### config.mk
export PLATFORM = sky130hd
export DESIGN_NAME = button_conditioner_flat
export DESIGN_NICKNAME = d
export VERILOG_FILES = /design/src/rtl/button_conditioner_pkg.sv /design/src/rtl/button_conditioner_if.sv /design/src/rtl/button_conditioner_debounce.sv /design/src/rtl/button_conditioner.sv /design/src/flat_wrapper.sv
export SDC_FILE = /design/constraint.sdc
export NUM_CORES = 1
export LEC_CHECK = 0
export ABC_CLOCK_PERIOD_IN_PS = 2150
export CAP_MARGIN = 20
export CORE_MARGIN = 5
export CORE_UTILIZATION = 40
export CTS_CLUSTER_DIAMETER = 120
export CTS_CLUSTER_SIZE = 16
export DETAILED_ROUTE_END_ITERATION = 10
export RECOVER_POWER = 25
export SYNTH_ARGS = -nofsm -noshare
export SYNTH_HDL_FRONTEND = slang
export SYNTH_HIERARCHICAL = 1
export SYNTH_SLANG_ARGS = --single-unit
### constraint.sdc
create_clock -name i_clk -period 2.15 [get_ports i_clk]
set_input_delay 0.645 -clock i_clk [delete_from_list [all_inputs] [get_ports i_clk]]
set_output_delay 0.645 -clock i_clk [all_outputs]
set_load 0.02 [all_outputs]
### src/rtl/button_conditioner_pkg.sv
// Shared definitions for the push-button conditioner: per-button FSM state
// encodings and the counter-width helper.
package button_conditioner_pkg;

  localparam logic [1:0] ST_IDLE         = 2'd0;
  localparam logic [1:0] ST_PRESS_WAIT   = 2'd1;
  localparam logic [1:0] ST_PRESSED      = 2'd2;
  localparam logic [1:0] ST_RELEASE_WAIT = 2'd3;

  // Smallest width w with 2**w >= value, so a counter of that width reaches value-1.
  function automatic int clog2(input int value);
    int result;
    result = 0;
    for (int v = value - 1; v > 0; v = v >> 1) begin
      result = result + 1;
    end
    return result;
  endfunction

endpackage

### src/rtl/button_conditioner_if.sv
// Button bundle between the board pins and the conditioner: raw levels in,
// debounced level and one-cycle press pulse out.
interface button_conditioner_if #(
  parameter int NB_BTN = 3
);

  logic [NB_BTN-1:0] i_btn_raw;
  logic [NB_BTN-1:0] o_btn_pulse;
  logic [NB_BTN-1:0] o_btn_level;

  // master supplies raw buttons and consumes the conditioned outputs
  modport master (
    output i_btn_raw,
    input  o_btn_pulse,
    input  o_btn_level
  );

  modport slave (
    input  i_btn_raw,
    output o_btn_pulse,
    output o_btn_level
  );

endinterface

### src/rtl/button_conditioner_debounce.sv
// Single-button conditioner: 2-flop synchronizer, debounce FSM with stability
// counter, registered press pulse and debounced level.
module btn_debounce
  import button_conditioner_pkg::*;
#(
  parameter int DEBOUNCE_CYCLES = 1_000_000
) (
  input  logic clk,
  input  logic rst,
  input  logic btn_raw,
  output logic btn_pulse,
  output logic btn_level
);

  localparam int CNT_W = clog2(DEBOUNCE_CYCLES);
  localparam logic [CNT_W-1:0] CNT_LAST = CNT_W'(DEBOUNCE_CYCLES - 1);

  logic [1:0]       sync_q;
  logic             btn_sync;
  logic [1:0]       state;
  logic [1:0]       state_next;
  logic [CNT_W-1:0] count;
  logic [CNT_W-1:0] count_next;
  logic             count_done;
  logic             pulse_next;

  always_ff @(posedge clk or posedge rst) begin
    if (rst) begin
      sync_q <= 2'b00;
    end else begin
      sync_q <= {sync_q[0], btn_raw};
    end
  end

  assign btn_sync   = sync_q[1];
  assign count_done = (count == CNT_LAST);

  // Every state change clears the counter, so it can never wrap.
  always_comb begin
    state_next = state;
    count_next = count;
    pulse_next = 1'b0;
    case (state)
      ST_IDLE: begin
        if (btn_sync) begin
          state_next = ST_PRESS_WAIT;
          count_next = '0;
        end
      end
      ST_PRESS_WAIT: begin
        if (!btn_sync) begin
          state_next = ST_IDLE;
          count_next = '0;
        end else if (count_done) begin
          state_next = ST_PRESSED;
          count_next = '0;
          pulse_next = 1'b1;
        end else begin
          count_next = count + CNT_W'(1);
        end
      end
      ST_PRESSED: begin
        if (!btn_sync) begin
          state_next = ST_RELEASE_WAIT;
          count_next = '0;
        end
      end
      ST_RELEASE_WAIT: begin
        if (btn_sync) begin
          state_next = ST_PRESSED;
          count_next = '0;
        end else if (count_done) begin
          state_next = ST_IDLE;
          count_next = '0;
        end else begin
          count_next = count + CNT_W'(1);
        end
      end
      default: begin
        state_next = ST_IDLE;
        count_next = '0;
      end
    endcase
  end

  always_ff @(posedge clk or posedge rst) begin
    if (rst) begin
      state     <= ST_IDLE;
      count     <= '0;
      btn_pulse <= 1'b0;
      btn_level <= 1'b0;
    end else begin
      state     <= state_next;
      count     <= count_next;
      btn_pulse <= pulse_next;
      btn_level <= (state_next == ST_PRESSED) || (state_next == ST_RELEASE_WAIT);
    end
  end

endmodule

### src/rtl/button_conditioner.sv
// Push-button conditioner placed in front of the ALU interface: one independent
// debouncer per button, pulses of simultaneous presses land in the same cycle.
module button_conditioner
  import button_conditioner_pkg::*;
#(
  parameter int NB_BTN          = 3,
  parameter int DEBOUNCE_CYCLES = 1_000_000
) (
  input logic                 i_clk,
  input logic                 i_reset,
  button_conditioner_if.slave btn_if
);

  for (genvar i = 0; i < NB_BTN; i++) begin : g_btn
    btn_debounce #(
      .DEBOUNCE_CYCLES(DEBOUNCE_CYCLES)
    ) u_btn_debounce (
      .clk       (i_clk),
      .rst       (i_reset),
      .btn_raw   (btn_if.i_btn_raw[i]),
      .btn_pulse (btn_if.o_btn_pulse[i]),
      .btn_level (btn_if.o_btn_level[i])
    );
  end

endmodule

### src/flat_wrapper.sv
// flat-port wrapper written by rule: the top's interface ports become plain ports
module button_conditioner_flat import button_conditioner_pkg::*;
#(
  parameter int NB_BTN          = 3,
  parameter int DEBOUNCE_CYCLES = 1_000_000
)
  (i_clk, i_reset, btn_if_i_btn_raw, btn_if_o_btn_pulse, btn_if_o_btn_level);
  button_conditioner_if #(.NB_BTN(NB_BTN)) btn_if_i ();
  input logic i_clk;
  input logic i_reset;
  input wire logic [$bits(btn_if_i.i_btn_raw)-1:0] btn_if_i_btn_raw;
  output wire logic [$bits(btn_if_i.o_btn_pulse)-1:0] btn_if_o_btn_pulse;
  output wire logic [$bits(btn_if_i.o_btn_level)-1:0] btn_if_o_btn_level;
  assign btn_if_i.i_btn_raw = btn_if_i_btn_raw;
  assign btn_if_o_btn_pulse = btn_if_i.o_btn_pulse;
  assign btn_if_o_btn_level = btn_if_i.o_btn_level;
  button_conditioner #(.NB_BTN(NB_BTN), .DEBOUNCE_CYCLES(DEBOUNCE_CYCLES)) u_core (.i_clk(i_clk), .i_reset(i_reset), .btn_if(btn_if_i));
endmodule
---- Yosys cells after proc, flatten, opt, wreduce, memory -nomap -nowiden ----
Cells that the tools add are included.
storage, ports and cells
  register bits after elaboration ......... 78
  output and inout bits ................... 6
  input port bits ......................... 5
  logic and storage cells ................. 99
cells by class
  equality and inequality tests ........... 24
  reduce and logical (&&, ||, !) cells .... 9
  mux-type cells .......................... 48
  $add $sub $neg .......................... 3
operators with widths
  operator                 count
  $mux W20                 15
  $pmux W20 S4             3
  $add A20 B1 Y20 const B  3
  $eq A20 B20 Y1 const B   3
  $mux W2                  18
  $eq A2 B2 Y1 const B     12
  $pmux W2 S4              3
  $ne A2 B2 Y1 const B     6
  $mux W1                  9
  $eq A2 B1 Y1 const B     3
  $logic_not A2 Y1         3
  $reduce_and A2 Y1        3
  $logic_or A1 B1 Y1       3

---- Logic depth before layout (Yosys ltp) ----
Gate-level depths: netlist of the first run.
  word-level depth ........................ 6
  mapped depth ............................ 7
  mapped depth without buffers ............ 6

---- Cells and area by module ----
Netlist of the first run, hierarchy kept.
modules (own cells, without submodules)
  module        sequential area each (um^2)  times used  cells each  area an instance (um^2)
  btn_debounce  650.6                        3           143         1346.3

---- Worst setup path after synthesis of the first run ----
Ideal clock, no wire load.
  path kind ............................... reg2reg
  start ................................... reg u_core.g_btn[0].u_btn_debounce.count[0]
  end ..................................... reg u_core.g_btn[0].u_btn_debounce.count[6]
  setup time .............................. 121 ps
  clock period less this slack ............ 1861 ps
  setup slack ............................. 289 ps
  arrival time ............................ 1740 ps
  cell stages (with the launch flop) ...... 7
  required time ........................... 2029 ps
  buffers on the path ..................... 1
  path through ............................ dfrtp_1 ha_1 nand3_1 nor3_1 a21oi_2 buf_2 a22o_1
on the way
  longest elaborated chain between the ends .. 4
  elaborated cells on any way between the ends .. 6
  classes of those cells .................. add/sub: 1; eq/ne: 1; mux: 4
RTL lines
  what                                               RTL line                                                                                                 text
  start, declared                                    button_conditioner_debounce.sv:22                                                                        logic [CNT_W-1:0] count;
  start signal, assigned                             button_conditioner_debounce.sv:94                                                                        count <= count_next;
  $add A20 B1 Y20 or $eq A20 B20 Y1 (tied branches)  button_conditioner_debounce.sv:59, button_conditioner_debounce.sv:76, button_conditioner_debounce.sv:36
  $mux W20 (*)                                       button_conditioner_debounce.sv:54, button_conditioner_debounce.sv:72
  $mux W20, on equally long branches                 button_conditioner_debounce.sv:69, button_conditioner_debounce.sv:51
  $pmux W20 S4 (*)                                   button_conditioner_debounce.sv:43                                                                        case (state)
Mark *: on every way between the ends. The rest lies on a longest branch, timed or not.
A chain may end at the register's enable or synchronous reset.

---- Final worst setup path of the first run ----
  start ................................... reg u_core.g_btn[2].u_btn_debounce.btn_level
  end ..................................... out btn_if_o_btn_level[2]
RTL lines
  what                    RTL line                           text
  start, declared         button_conditioner_debounce.sv:12  output logic btn_level
  start signal, assigned  button_conditioner_debounce.sv:96  btn_level <= (state_next == ST_PRESSED) || (state_next == ST_RELEASE_WAIT);
  end, declared           flat_wrapper.sv:13                 output wire logic [$bits(btn_if_i.o_btn_level)-1:0] btn_if_o_btn_level;
No word-level cell between the ends.

==> results.json, run 1 <==
{
  "diodes": 0,
  "cp.arrival_ps": 1290,
  "globalRoute.totalOverflow": 0,
  "num_vias": 3369,
  "die_height_um": 110,
  "clock_tree.htree_level_count": 3,
  "route.detailed.wl_per_inst_um": 15.1,
  "clock_insertion_delay_worst_skew_ps": 350,
  "clock_tree.root_cell": "sky130_fd_sc_hd__clkbuf_8",
  "grt_util_all_layers_pct": 15.3,
  "cts_made_buffers": 9,
  "drtIter0Drc": 186,
  "place.gp.congestion": 0.862,
  "postRouteAntennaNets": 0,
  "post_cts_resize_count": 0,
  "finalSetupViolations": 0,
  "slowest_stage_delay_on_critical_path_ps": 600,
  "finalSetupTns_ps": 0,
  "layout_setup_ws_ps": 215,
  "cpLargestDelayFamily": "buffers and inverters",
  "endpoint_type_of_the_worst_setup_path": "output pin",
  "cellLeakagePower_nw": 1.91,
  "finalHoldViolations": 0,
  "post-route-drc-count": 0,
  "totalWireLength_um": 8960,
  "cts_setup_buffers": 0,
  "post-dp-hpwl_um": 6120,
  "synth-warning-count": 6,
  "fin_nets": 465,
  "boundary_pins": 11,
  "maxSlewHeadroom_pct": 27.5,
  "cts_hold_repair.buffers": 0,
  "syn_avg_cell_area_sq_um": 9.41,
  "crit_path_time_final_ps": 1930,
  "number_of_placement_rows": 36,
  "buffer_levels_on_the_longest_clock_path": 2,
  "powerDensity_nw_per_um2": 621,
  "unrepaired_setup_endpoints_after_global_routing": "no",
  "core_sq_um": 9820,
  "synth_fp_nets": 437,
  "post_route_cells_drive_above_1_share_pct": 11.0,
  "cp_slowest_cell": "sky130_fd_sc_hd__clkdlybuf4s50_1",
  "antenna_found_initial": 0,
  "hold_slack_ps": 354,
  "final_core_util_pct": 46.8,
  "pre_cts_ws_ps": 161,
  "maximum_vdd_drop_v": 0.000326,
  "status": "completed",
  "areaGrowthSynthToFinish_pct": 13.7,
  "fin_skew_ps": 6.94,
  "worst_ep_required_time_ps": 1500,
  "final.period_utilization_pct": 90.0,
  "cts.clk_slew.worst_paths_ps": 80,
  "synth-seq-area-share_pct": 48.3,
  "worst-slew-pin-transition_ps": 1080,
  "max_frequency_mhz": 517,
  "pin_count_of_the_biggest_net_entering_global_routing": 27,
  "place.detailed.instances": 579,
  "crit_path_start_kind": "flip-flop",
  "critPathBufInv": 1,
  "number_of_global_route_vias_before_repair": 3220,
  "drv.max_cap_violation_count": 0,
  "critical_path_class": "reg -> out",
  "post_synth_instance_area_sq_um": 4040,
  "grt_first_pass_wirelength_um": 15700,
  "number_of_storage_elements_in_the_synthesis_netlist": 78,
  "timing.critical_path.cells": "clkdlybuf4s50_1",
  "start_util_pct": 41.1,
  "die_area_sq_um": 12200,
  "timing_max_transition_violations_final": 0,
  "die_width_um": 110,
  "yosys.cell_types.count": 38,
  "hp-class": "reg -> reg",
  "clock-sinks": 78,
  "drt-vias-per-instance": 5.66,
  "syn_inst": 429,
  "drt_pass1_iterations": 4,
  "worst-path-max-fanout": 1,
  "layoutNonFillerInstCount": 595,
  "cts_tree": "yes",
  "io_buffer_count": 10
}
## layer usage
metal / global-route usage (%) / part of all wire, % / vias to the layer above / routed length (um)
li1: - / - / 1642 / -
met1: 21.0 / 48 / 1644 / 4320
met2: 23.5 / 46 / 70 / 4160
met3: 3.99 / 3.8 / 13 / 343
met4: 5.34 / 1.5 / 0 / 136
met5: 0 / 0 / - / 0
## placed cells by master, fill, tap and decap left out, drive strengths merged, types with 9 or more instances in the layout
cell type and n:
nand4 21, inv 18, or3 15, dfrtp 78, o21ai 36, buf 12
clkbuf 14, nor2 21, a22o 9, nor4 9, nand2 45, and4 9
mux2i 9, nand3 33, a21oi 39, and3 12, xor2 9
## sequential cells by signal, indices dropped and copies added, names as in the netlist
register / count
u_core/g_btn.u_btn_debounce/count: 60
u_core/g_btn.u_btn_debounce/state: 6
u_core/g_btn.u_btn_debounce/sync_q: 6
u_core/g_btn.u_btn_debounce/btn_level: 3
u_core/g_btn.u_btn_debounce/btn_pulse: 3
## path summary, 6_finish.rpt
path	startpoint	to	slack, ps	cells after the start
worst max-delay path	u_core/g_btn[2].u_btn_debounce/btn_level	btn_if_o_btn_level[2]	220	1
worst min-delay path	u_core/g_btn[1].u_btn_debounce/sync_q[0]	u_core/g_btn[1].u_btn_debounce/sync_q[1]	350	0
worst max register to register	u_core/g_btn[2].u_btn_debounce/count[0]	u_core/g_btn[2].u_btn_debounce/count[2]	240	7
worst min register to register	u_core/g_btn[1].u_btn_debounce/sync_q[0]	u_core/g_btn[1].u_btn_debounce/sync_q[1]	350	0
max in group asynchronous	i_reset	u_core/g_btn[0].u_btn_debounce/state[1]	550	3
min in group asynchronous	i_reset	u_core/g_btn[0].u_btn_debounce/count[7]	990	3
## metrics by stage
step | area [sq um] | total power [mW]
finish | 4590 | 2.85
global route | 4590 | 2.99
CTS | 4600 | 2.91
detailed placement | 4390 | 1.70
global placement | 4380 | 1.69
floorplan | 4040 | 1.63
## cell usage after synthesis
cell                       count  area, sq um
sky130_fd_sc_hd__dfrtp_1      78         1950
sky130_fd_sc_hd__nand2_1      45          169
sky130_fd_sc_hd__a21oi_1      36          180
sky130_fd_sc_hd__nand3_1      33          165
sky130_fd_sc_hd__o21ai_0      33          165
sky130_fd_sc_hd__nor2_1       21         78.8
sky130_fd_sc_hd__inv_1        18         67.6
sky130_fd_sc_hd__nand4_1      18          113
sky130_fd_sc_hd__and3_1       12         75.1
sky130_fd_sc_hd__or3_1        12         75.1
sky130_fd_sc_hd__a22o_1        9         78.8
sky130_fd_sc_hd__mux2i_1       9         90.1
sky130_fd_sc_hd__nor4_1        9         56.3
sky130_fd_sc_hd__xor2_1        9         78.8
sky130_fd_sc_hd__a31oi_1       6         37.5
sky130_fd_sc_hd__and4_1        6         52.6
sky130_fd_sc_hd__buf_2         6         30.0
sky130_fd_sc_hd__mux2_2        6         67.6
sky130_fd_sc_hd__nor4b_1       6         52.6
sky130_fd_sc_hd__a21o_1        3         22.5
sky130_fd_sc_hd__a21oi_2       3         26.3
sky130_fd_sc_hd__a221o_1       3         30.0
sky130_fd_sc_hd__and2_1        3         18.8
sky130_fd_sc_hd__and2b_1       3         22.5
sky130_fd_sc_hd__and4_4        3         33.8
sky130_fd_sc_hd__and4b_1       3         30.0
sky130_fd_sc_hd__clkbuf_1      3         11.3
sky130_fd_sc_hd__ha_1          3         37.5
sky130_fd_sc_hd__nand2b_1      3         18.8
sky130_fd_sc_hd__nand4_2       3         37.5
sky130_fd_sc_hd__nor3_1        3         15.0
sky130_fd_sc_hd__nor3b_1       3         22.5
sky130_fd_sc_hd__o21ai_1       3         15.0
sky130_fd_sc_hd__o31ai_1       3         22.5
sky130_fd_sc_hd__or2_2         3         18.8
sky130_fd_sc_hd__or3_2         3         22.5
sky130_fd_sc_hd__or4_1         3         22.5
sky130_fd_sc_hd__xnor2_1       3         26.3
## power by group
group / switching, mW / leakage [nW] / internal, mW
Sequential: 0.0205 / 1.07 / 1.48
Clock: 0.539 / 0.106 / 0.652
Combinational: 0.107 / 0.739 / 0.0506
Total: 0.666 / 1.91 / 2.19
## cell families (layout without fill, tap and decap cells)
logic type               Yosys count  after routing  synth area share, %
AND/OR/NAND/NOR                  195            195                 27.2
flip-flops                        78             78                 48.3
multiplexers                      15             15                 3.90
AO/OA/AOI/OAI                     99             99                 14.3
adder cells (fa/ha/maj)            3              3                0.929
XOR/XNOR                          12             12                 2.60
buffers and inverters             27             60                 2.70
## final cells by class
type / instances / area, sq um
Inverter: 18 / 67.6
Fill cell: 962 / 5230
Clock buffer: 10 / 128
Tap cell: 133 / 166
Timing Repair Buffer: 26 / 211
Clock inverter: 6 / 86.3
Sequential cell: 78 / 1950
Multi-Input combinational cell: 324 / 1980
No activity file was read; power rests on OpenSTA's default activity.
==> run 2: changes to the inputs <==
Settings changed: ABC_CLOCK_PERIOD_IN_PS 2150 to not set.
==> results of run 2 <==
Final layout, timing and power as in run 1 (identical DEF).
==> run 3: changes to the inputs <==
Settings changed: CORE_UTILIZATION 40 to 62, PLACE_DENSITY set to 0.8.
==> run 3 against run 2 <==
Global-route usage grew 7.3 points. Sequential power is essentially flat. Via count grew 2.6%. Clock power shrank 4%. Clock skew grew 0.58 ps. Critical path depth grew 4. Die area shrank 33%. Flip-flop and latch count is the same. Design area shrank 1.3%. Largest cell class unchanged.
==> results.json, run 3 (same netlist as run 1, synthesis figures left out) <==
{
  "number_of_placement_rows": 29,
  "clock_insertion_delay_worst_skew_ps": 350,
  "clock-sinks": 78,
  "share_clk_of_total_power_pct": 40.5,
  "drt-vias-per-instance": 6.42,
  "met2RoutedLength_um": 4280,
  "timing.critical_path.cells": "and4_4 > nand4_2 > or4_1 > or3_1 > o21ai_1",
  "die_area_sq_um": 8230,
  "pin_count_of_the_biggest_net_entering_global_routing": 27,
  "die_width_um": 90.7,
  "fin_nets": 464,
  "power_frac_seq_pct": 53.7,
  "worst-slew-pin-transition_ps": 1100,
  "buffer_levels_on_the_longest_clock_path": 2,
  "post_route_cells_drive_above_1_share_pct": 11.7,
  "num_vias": 3455,
  "grt_first_pass_wirelength_um": 15300,
  "clock_tree.root_cell": "sky130_fd_sc_hd__clkbuf_8",
  "cp_slowest_cell": "sky130_fd_sc_hd__or4_1",
  "boundary_pins": 11,
  "max_frequency_mhz": 501,
  "met3_routed_wirelength_um": 415,
  "die_height_um": 90.7,
  "timing_max_transition_violations_final": 0,
  "endpoint_type_of_the_worst_setup_path": "flip-flop",
  "place.gp.congestion": 0.942,
  "post-route-drc-count": 0,
  "drtIter0Drc": 293,
  "diodes": 0,
  "mostFrequentLayoutCell": "sky130_fd_sc_hd__dfrtp_1",
  "hp-class": "reg -> reg",
  "unrepaired_setup_endpoints_after_global_routing": "no",
  "final_core_util_pct": 71.4,
  "route.detailed.wl_per_inst_um": 16.5,
  "grt_util_all_layers_pct": 22.6,
  "totalWireLength_um": 8870,
  "core_sq_um": 6350,
  "cts_setup_buffers": 0,
  "final.period_utilization_pct": 92.9,
  "internal_power_mw": 2.11,
  "combinational_fraction_of_design_power_pct": 5.8,
  "cellLeakagePower_nw": 1.91,
  "highest_layer": "met4",
  "worst-path-max-fanout": 6,
  "largest_register": "u_core/g_btn.u_btn_debounce/count",
  "maxSlewHeadroom_pct": 26.5,
  "start_util_pct": 63.6,
  "finalSetupViolations": 0,
  "total_switching_power_mw": 0.690,
  "clock_tree.htree_level_count": 3,
  "cts_tree": "yes",
  "number_of_flip_flops_in_the_largest_register": 60,
  "finalHoldViolations": 0,
  "drt_pass1_iterations": 5,
  "cp.arrival_ps": 2270,
  "antenna_found_initial": 0,
  "status": "completed",
  "areaGrowthSynthToFinish_pct": 12.2,
  "worst_ep_required_time_ps": 2420,
  "layout.cells.most_common_list": "sky130_fd_sc_hd__dfrtp_1 (78), sky130_fd_sc_hd__nand2_1 (45), sky130_fd_sc_hd__a21oi_1 (36), sky130_fd_sc_hd__nand3_1 (33), sky130_fd_sc_hd__o21ai_0 (33)",
  "crit_path_time_final_ps": 2000,
  "fin_skew_ps": 7.53,
  "postRouteAntennaNets": 0,
  "layout_top_registers": "u_core/g_btn.u_btn_debounce/count: 60 flops, u_core/g_btn.u_btn_debounce/state: 6 flops, u_core/g_btn.u_btn_debounce/sync_q: 6 flops",
  "critical_path_class": "reg -> reg",
  "powerDensity_nw_per_um2": 618,
  "finalSetupTns_ps": 0,
  "globalRoute.totalOverflow": 0,
  "number_of_global_route_vias_before_repair": 3309,
  "crit_path_start_kind": "flip-flop",
  "drv.max_cap_violation_count": 0,
  "cts_made_buffers": 9,
  "routedLengthMet1_um": 4060,
  "post-dp-hpwl_um": 5960,
  "maximum_vdd_drop_v": 0.000615,
  "cts.clk_slew.worst_paths_ps": 80,
  "netSwitchingFraction_pct": 24.6,
  "slowest_stage_delay_on_critical_path_ps": 600,
  "io_buffer_count": 10
}
[run 3: what timing repair did]
action                     4_1_cts  5_1_grt
setup endpoints to repair        0        2
hold buffers                     0        0
resized for setup                0        2
[run 3: routing by layer]
layer / vias up / track usage (%)
met4: 0 / 9.06
met2: 106 / 36.0
met3: 12 / 4.75
met1: 1693 / 30.1
li1: 1644 / -
met5: - / 0
[run 3: worst max-delay path, delay by kind of cell, from the launching register on]
family / cells / cell delay [ps]
AND/OR/NAND/NOR: 4 / 1360
flip-flops: 1 / 450
AO/OA/AOI/OAI: 1 / 110
[run 3: metrics by stage]
stage	instances	hold WS, ps	total power [mW]	setup slack (ps)	cell area, sq um
6_report	538	360	2.80	153	4530
5_1_grt	538	359	2.91	58.0	4530
4_1_cts	537	359	2.83	161	4520
3_5_place_dp	521	340	1.69	195	4310
3_3_place_gp	521	334	1.69	265	4310
2_1_floorplan	429	331	1.63	289	4040
[run 3: final cells by class]
| cell class | instances | area, sq um |
|---|---|---|
| Inverter | 18 | 67.6 |
| Fill cell | 481 | 1820 |
| Tap cell | 77 | 96.3 |
| Timing Repair Buffer | 25 | 223 |
| Sequential cell | 78 | 1950 |
| Multi-Input combinational cell | 324 | 1980 |
| Clock buffer | 10 | 138 |
| Clock inverter | 6 | 71.3 |
[run 3: final timing paths]
| check | from | end | slack, ps | cells past startpoint |
|---|---|---|---|---|
| hold / removal | u_core/g_btn[2].u_btn_debounce/sync_q[0] | u_core/g_btn[2].u_btn_debounce/sync_q[1] | 360 | 0 |
| setup / recovery | u_core/g_btn[0].u_btn_debounce/count[2] | u_core/g_btn[0].u_btn_debounce/count[19] | 150 | 5 |
| setup reg to reg | u_core/g_btn[0].u_btn_debounce/count[2] | u_core/g_btn[0].u_btn_debounce/count[19] | 150 | 5 |
| min in group asynchronous | i_reset | u_core/g_btn[2].u_btn_debounce/count[14] | 800 | 2 |
| hold reg to reg | u_core/g_btn[2].u_btn_debounce/sync_q[0] | u_core/g_btn[2].u_btn_debounce/sync_q[1] | 360 | 0 |
| max in group asynchronous | i_reset | u_core/g_btn[1].u_btn_debounce/count[5] | 740 | 3 |
[run 3: power groups by stage]
stage	logic, mW	registers (mW)	clock network [mW]
2_1_floorplan	0.104	1.53	0
4_1_cts	0.163	1.50	1.16
3_5_place_dp	0.162	1.53	0
5_1_grt	0.183	1.51	1.22
3_3_place_gp	0.155	1.53	0
6_report	0.163	1.50	1.14
==> patch 1 (settings of run 1) <==
`DEBOUNCE_CYCLES` is set to 1_000_000 in 3 places; all go to 2_000_000.
--- a/src/rtl/button_conditioner_debounce.sv
+++ b/src/rtl/button_conditioner_debounce.sv
@@ -3,7 +3,7 @@
 module btn_debounce
   import button_conditioner_pkg::*;
 #(
-  parameter int DEBOUNCE_CYCLES = 1_000_000
+  parameter int DEBOUNCE_CYCLES = 2_000_000
 ) (
   input  logic clk,
   input  logic rst,
--- a/src/rtl/button_conditioner.sv
+++ b/src/rtl/button_conditioner.sv
@@ -4,7 +4,7 @@
   import button_conditioner_pkg::*;
 #(
   parameter int NB_BTN          = 3,
-  parameter int DEBOUNCE_CYCLES = 1_000_000
+  parameter int DEBOUNCE_CYCLES = 2_000_000
 ) (
   input logic                 i_clk,
   input logic                 i_reset,
--- a/src/flat_wrapper.sv
+++ b/src/flat_wrapper.sv
@@ -2,7 +2,7 @@
 module button_conditioner_flat import button_conditioner_pkg::*;
 #(
   parameter int NB_BTN          = 3,
-  parameter int DEBOUNCE_CYCLES = 1_000_000
+  parameter int DEBOUNCE_CYCLES = 2_000_000
 )
   (i_clk, i_reset, btn_if_i_btn_raw, btn_if_o_btn_pulse, btn_if_o_btn_level);
   button_conditioner_if #(.NB_BTN(NB_BTN)) btn_if_i ();
Function: no difference found for any inputs over 10 cycles, from zero or initial values and one cycle with i_reset high; that may be too few to reach the edited logic, so the function may still have changed.
==> patch 1 against run 1 <==
- sequential share of layout area is 0.73 points higher
- setup slack got worse by 0.12 ns
- final area grew 2.1%
- critical path depth up 5
- total power is 3.7% higher
- area after synthesis up 1.5%
- routed wire length shrank 8.9%
- sequential cell count rose by 3
- maximum frequency shrank 6.0%
- critical path type is now reg -> reg
- largest cell class is now sequential cells
==> patch 1: results (changes against run 1) <==
stage,metric,value,unit,change
placed_design,placed cell area,4472,sq um,+1.9%
final_layout,#MultiIn Comb,288,,-11%
pwr,switch share,0.2291,,-0.004500
placed_design,HPWL after detailed placement,5491,um,-10%
final_layout,Buffers excl. clock,35,,+35%
global_routing,met2 Use GR,0.2131,,-0.02233
final_layout,final net count,435,,-6.5%
logic_synthesis,most frequent cells after synthesis,"dfrtp_1, nand3_1, a31oi_1, nand2_1, a22o_1",,
drt,WL/cell,14.36,um,-4.6%
global_routing,first-pass GRT wire length,14230,um,-9.2%
final_layout,fillers,977,,+1.6%
setup_path,worst r2r dst,u_core/g_btn[2].u_btn_debounce/count[18],,
global_routing,all-layer global routing usage,0.1389,,-0.01439
timing,fin crit period,2.059,ns,+0.1242 ns
drt,met3 WL post-DR,271,um,-21%
final_layout,Non-Clock Inverter Count,12,,-6
logic_synthesis,ranking of synthesized cells by area,"dfrtp_1, a22o_1, a31oi_1, nand3_1, xnor2_1",,
setup_path,Critical R2R Launch,u_core/g_btn[2].u_btn_debounce/count[13],,
final_layout,Data buffer area share,0.06300,,+0.01694
logic_synthesis,register area share after synthesis,0.4945,,+0.01123
drt,Routed met1 length,4086,um,-5.3%
global_routing,met1 Usage GRT,0.1933,,-0.01660
global_routing,largest net degree at the start of global routing,29,,+7.4%
final_layout,end-of-flow core utilization,0.4623,,-0.005210
placed_design,gpl congestion,0.8054,,-6.6%
setup_path,"setup slack, reg-to-reg",0.09,ns,-0.15 ns
final_layout,Regs by FF count,"u_core/g_btn.u_btn_debounce/count (63), u_core/g_btn.u_btn_debounce/state (6), u_core/g_btn.u_btn_debounce/sync_q (6)",,
final_layout,Storage cell area,2027,sq um,+3.8%
final_layout,ClkCell Share,0.04698,,+0.0003768
timing,Clock Skew,0.01429,ns,+0.007350 ns
logic_synthesis,XOR/XNOR Fraction of Synth Area,0.04487,,+0.01885
setup_path,Crit path largest cell delay,0.51,ns,-0.09 ns
setup_path,CP top delay family,simple AND/OR/NAND/NOR gates,,
pwr,Clk. pwr,1.24,mW,+4%
timing,hold slack final,0.3542,ns,+0.0003520 ns
drt,DR WL met2,3702,um,-11%
final_layout,fin cells,568,,-4.5%
global_routing,vias in the first global route,3009,,-6.6%
pwr,Total Power,2.957,mW,+3.7%
setup_path,Reg2Reg Depth,6,,-1
setup_path,Worst path slowest cell,or4b_4,,
drt,Iter 0 DRT Violations,172,,-7.5%
logic_synthesis,Synth cell types,32,,-16%
logic_synthesis,Post-Syn Nets,407,,-6.9%
global_routing,met3 Track Usage GR,0.03439,,-0.005546
placed_design,placed cells,552,,-4.7%
final_layout,share of cells above drive strength 1,0.1481,,+0.03776
drt,routed vias,3082,,-8.5%
final_layout,multi-input logic area,1929,sq um,-2.5%
min_path,hold path startpoint,u_core/g_btn[2].u_btn_debounce/sync_q[0],,
final_layout,Layout clock buffers,11,,+1
run_status,status,"complete, no violations",,
==> patch 1: worst max path at each step <==
| stage | from | to | cells after the start |
|---|---|---|---|
| 5_1_grt | u_core/g_btn[2].u_btn_debounce/count[13] | u_core/g_btn[2].u_btn_debounce/count[18] | 6 |
| 2_1_floorplan | u_core/g_btn[0].u_btn_debounce/count[9] | u_core/g_btn[0].u_btn_debounce/count[18] | 6 |
| 6_report | u_core/g_btn[2].u_btn_debounce/count[13] | u_core/g_btn[2].u_btn_debounce/count[18] | 6 |
| 3_3_place_gp | u_core/g_btn[2].u_btn_debounce/count[9] | u_core/g_btn[2].u_btn_debounce/count[18] | 6 |
| 3_5_place_dp | u_core/g_btn[2].u_btn_debounce/count[13] | u_core/g_btn[2].u_btn_debounce/count[18] | 6 |
| 4_1_cts | u_core/g_btn[2].u_btn_debounce/count[13] | u_core/g_btn[2].u_btn_debounce/count[18] | 6 |
==> patch 2 (settings of run 1) <==
Made on the original files. Make the reset (`rst`) synchronous in 2 clocked blocks.
--- a/src/rtl/button_conditioner_debounce.sv
+++ b/src/rtl/button_conditioner_debounce.sv
@@ -24,7 +24,7 @@
   logic             count_done;
   logic             pulse_next;
 
-  always_ff @(posedge clk or posedge rst) begin
+  always_ff @(posedge clk) begin
     if (rst) begin
       sync_q <= 2'b00;
     end else begin
@@ -83,7 +83,7 @@
     endcase
   end
 
-  always_ff @(posedge clk or posedge rst) begin
+  always_ff @(posedge clk) begin
     if (rst) begin
       state     <= ST_IDLE;
       count     <= '0;
Check against the original RTL: no difference found for any inputs over 10 cycles, from zero or initial values and one cycle with i_reset high; that may be too few to reach the edited logic, so the function may still have changed.
==> patch 2 against run 1 <==
- first-iteration DRC count decreased by 21%
- area after synthesis decreased by 5.2%
- via count decreased by 9.1%
- final area decreased by 5.9%
- sequential cell count unchanged
- total power decreased by 4.1%
- synthesized cell count decreased by 0.70%
- setup slack got worse by 0.048 ns
- routed wire length decreased by 17%
- maximum frequency decreased by 2.4%
==> patch 2: results (changes against run 1) <==
stage,metric,value,unit,change
run_status,status,"complete, no violations",,
pwr,Peak VDD IR,0.0004066,V,+25%
logic_synthesis,"Async S/R FF share, synth",0,,-1.000
final_layout,share of cells above drive strength 1,0.1148,,+0.004401
setup_path,CP Max Fanout,7,,+6
logic_synthesis,Post-Syn Nets,434,,-0.69%
placed_design,gpl congestion,0.8035,,-6.8%
drt,Iter 0 DRT Violations,147,,-21%
placed_design,HPWL after detailed placement,5330,um,-13%
clocking,number of buffers created by CTS,9,,unchanged
global_routing,first-pass GRT wire length,12920,um,-18%
drt,TritonRoute pass-1 iters,4,,unchanged
logic_synthesis,Post-Synth Adder-Cell Area,0.009804,,+0.0005102
logic_synthesis,XOR/XNOR Fraction of Synth Area,0.08137,,+0.05535
logic_synthesis,ranking of synthesized cells by area,"dfxtp_1, xnor2_1, nor2_1, nand2_1, a31oi_1",,
timing,Clock Skew,0.008891,ns,+0.001946 ns
clocking,clk slew on worst S/H paths,0.08,ns,about the same
clocking,# H-tree levels,3,,unchanged
setup_path,Crit path largest cell delay,0.45,ns,-0.15 ns
pwr,switch share,0.2196,,-0.01398
logic_synthesis,mux cell area share after synthesis,0.01569,,-0.02335
logic_synthesis,Syn. warnings,6,,unchanged
global_routing,largest net degree at the start of global routing,22,,-19%
setup_path,"setup slack, reg-to-reg",0.17,ns,-0.07 ns
final_layout,fillers,931,,-3.2%
timing,Worst-Margin Slew,0.8811,ns,-0.2029 ns
drt,routed vias,3061,,-9.1%
pwr,Combinational Power Share,0.034,,-0.021
setup_path,Worst path slowest cell,nor4_4,,
logic_synthesis,most frequent cells after synthesis,"dfxtp_1, nor2_1, nand2_1, xnor2_1, a31oi_1",,
pwr,Lkg Pwr,1.412,nW,-26%
clocking,worst skew pair latency,0.34,ns,
clocking,Post-CTS Setup Repair Bufs,0,,unchanged
min_path,hold depth,1,,+1
setup_path,crit path DAT,2.22,ns,+0.93 ns
logic_synthesis,Synth Area in Compound Gates,0.1373,,-0.005868
min_path,Hold WC Path Type,reg -> reg,,
clocking,clk root buf,clkbuf_8,,
final_layout,Regs by FF count,"u_core/g_btn.u_btn_debounce/count (60), u_core/g_btn.u_btn_debounce/state (6), u_core/g_btn.u_btn_debounce/sync_q (6)",,
pwr,Seq power,1.46,mW,-3%
global_routing,vias in the first global route,2861,,-11%
final_layout,final net count,457,,-1.7%
logic_synthesis,register area share after synthesis,0.4078,,-0.07543
clocking,CTS Buffer Depth,2,,unchanged
drt,WL/cell,12.75,um,-15%
clocking,PostCTS Resize Cnt,0,,unchanged
final_layout,diode count,0,,unchanged
setup_path,CP top delay family,simple AND/OR/NAND/NOR gates,,
setup_path,Reg2Reg Depth,6,,-1
placed_design,I/O Buffers,10,,unchanged
global_routing,all-layer global routing usage,0.1374,,-0.01595
logic_synthesis,Synth cell types,48,,+26%
[patch 2: per-stage QoR]
stage | cells | hold WS, ns | area, sq um | worst slack, ns | total power [mW]
3_3_place_gp | 567 | 0.4174 | 4143 | 0.1236 | 1.586
3_5_place_dp | 567 | 0.4204 | 4143 | 0.08877 | 1.586
5_1_grt | 582 | 0.4602 | 4322 | 0.05517 | 2.841
6_report | 582 | 0.4398 | 4322 | 0.1671 | 2.735
2_1_floorplan | 426 | 0.4138 | 3829 | 0.3616 | 1.547
4_1_cts | 582 | 0.4402 | 4353 | 0.2076 | 2.773
[patch 2: path summary, 6_finish.rpt]
path | start | to
max | u_core/g_btn[1].u_btn_debounce/count[0] | u_core/g_btn[1].u_btn_debounce/count[18]
min | u_core/g_btn[0].u_btn_debounce/sync_q[0] | u_core/g_btn[0].u_btn_debounce/sync_q[1]
max reg2reg | u_core/g_btn[1].u_btn_debounce/count[0] | u_core/g_btn[1].u_btn_debounce/count[18]
min reg2reg | u_core/g_btn[0].u_btn_debounce/sync_q[0] | u_core/g_btn[0].u_btn_debounce/sync_q[1]
[patch 2: final cells by class]
class / count / area (sq um) / share of cell area
clock buffer: 9 / 123.9 / 0.02866
clock inverter: 6 / 86.33 / 0.01998
inverter: 14 / 52.55 / 0.01216
multi-input combinational: 324 / 2131 / 0.4931
sequential: 78 / 1562 / 0.3613
tap: 129 / 161.4 / 0.03735
timing repair buffer: 22 / 205.2 / 0.04748
[patch 2: per-layer routing]
layer / wire length [um] / track usage / up-vias
li1: - / - / 1585
met1: 3836 / 0.1818 / 1434
met2: 3268 / 0.2136 / 34
met3: 239 / 0.03959 / 8
met4: 77 / 0.04689 / 0
met5: 0 / 0 / -
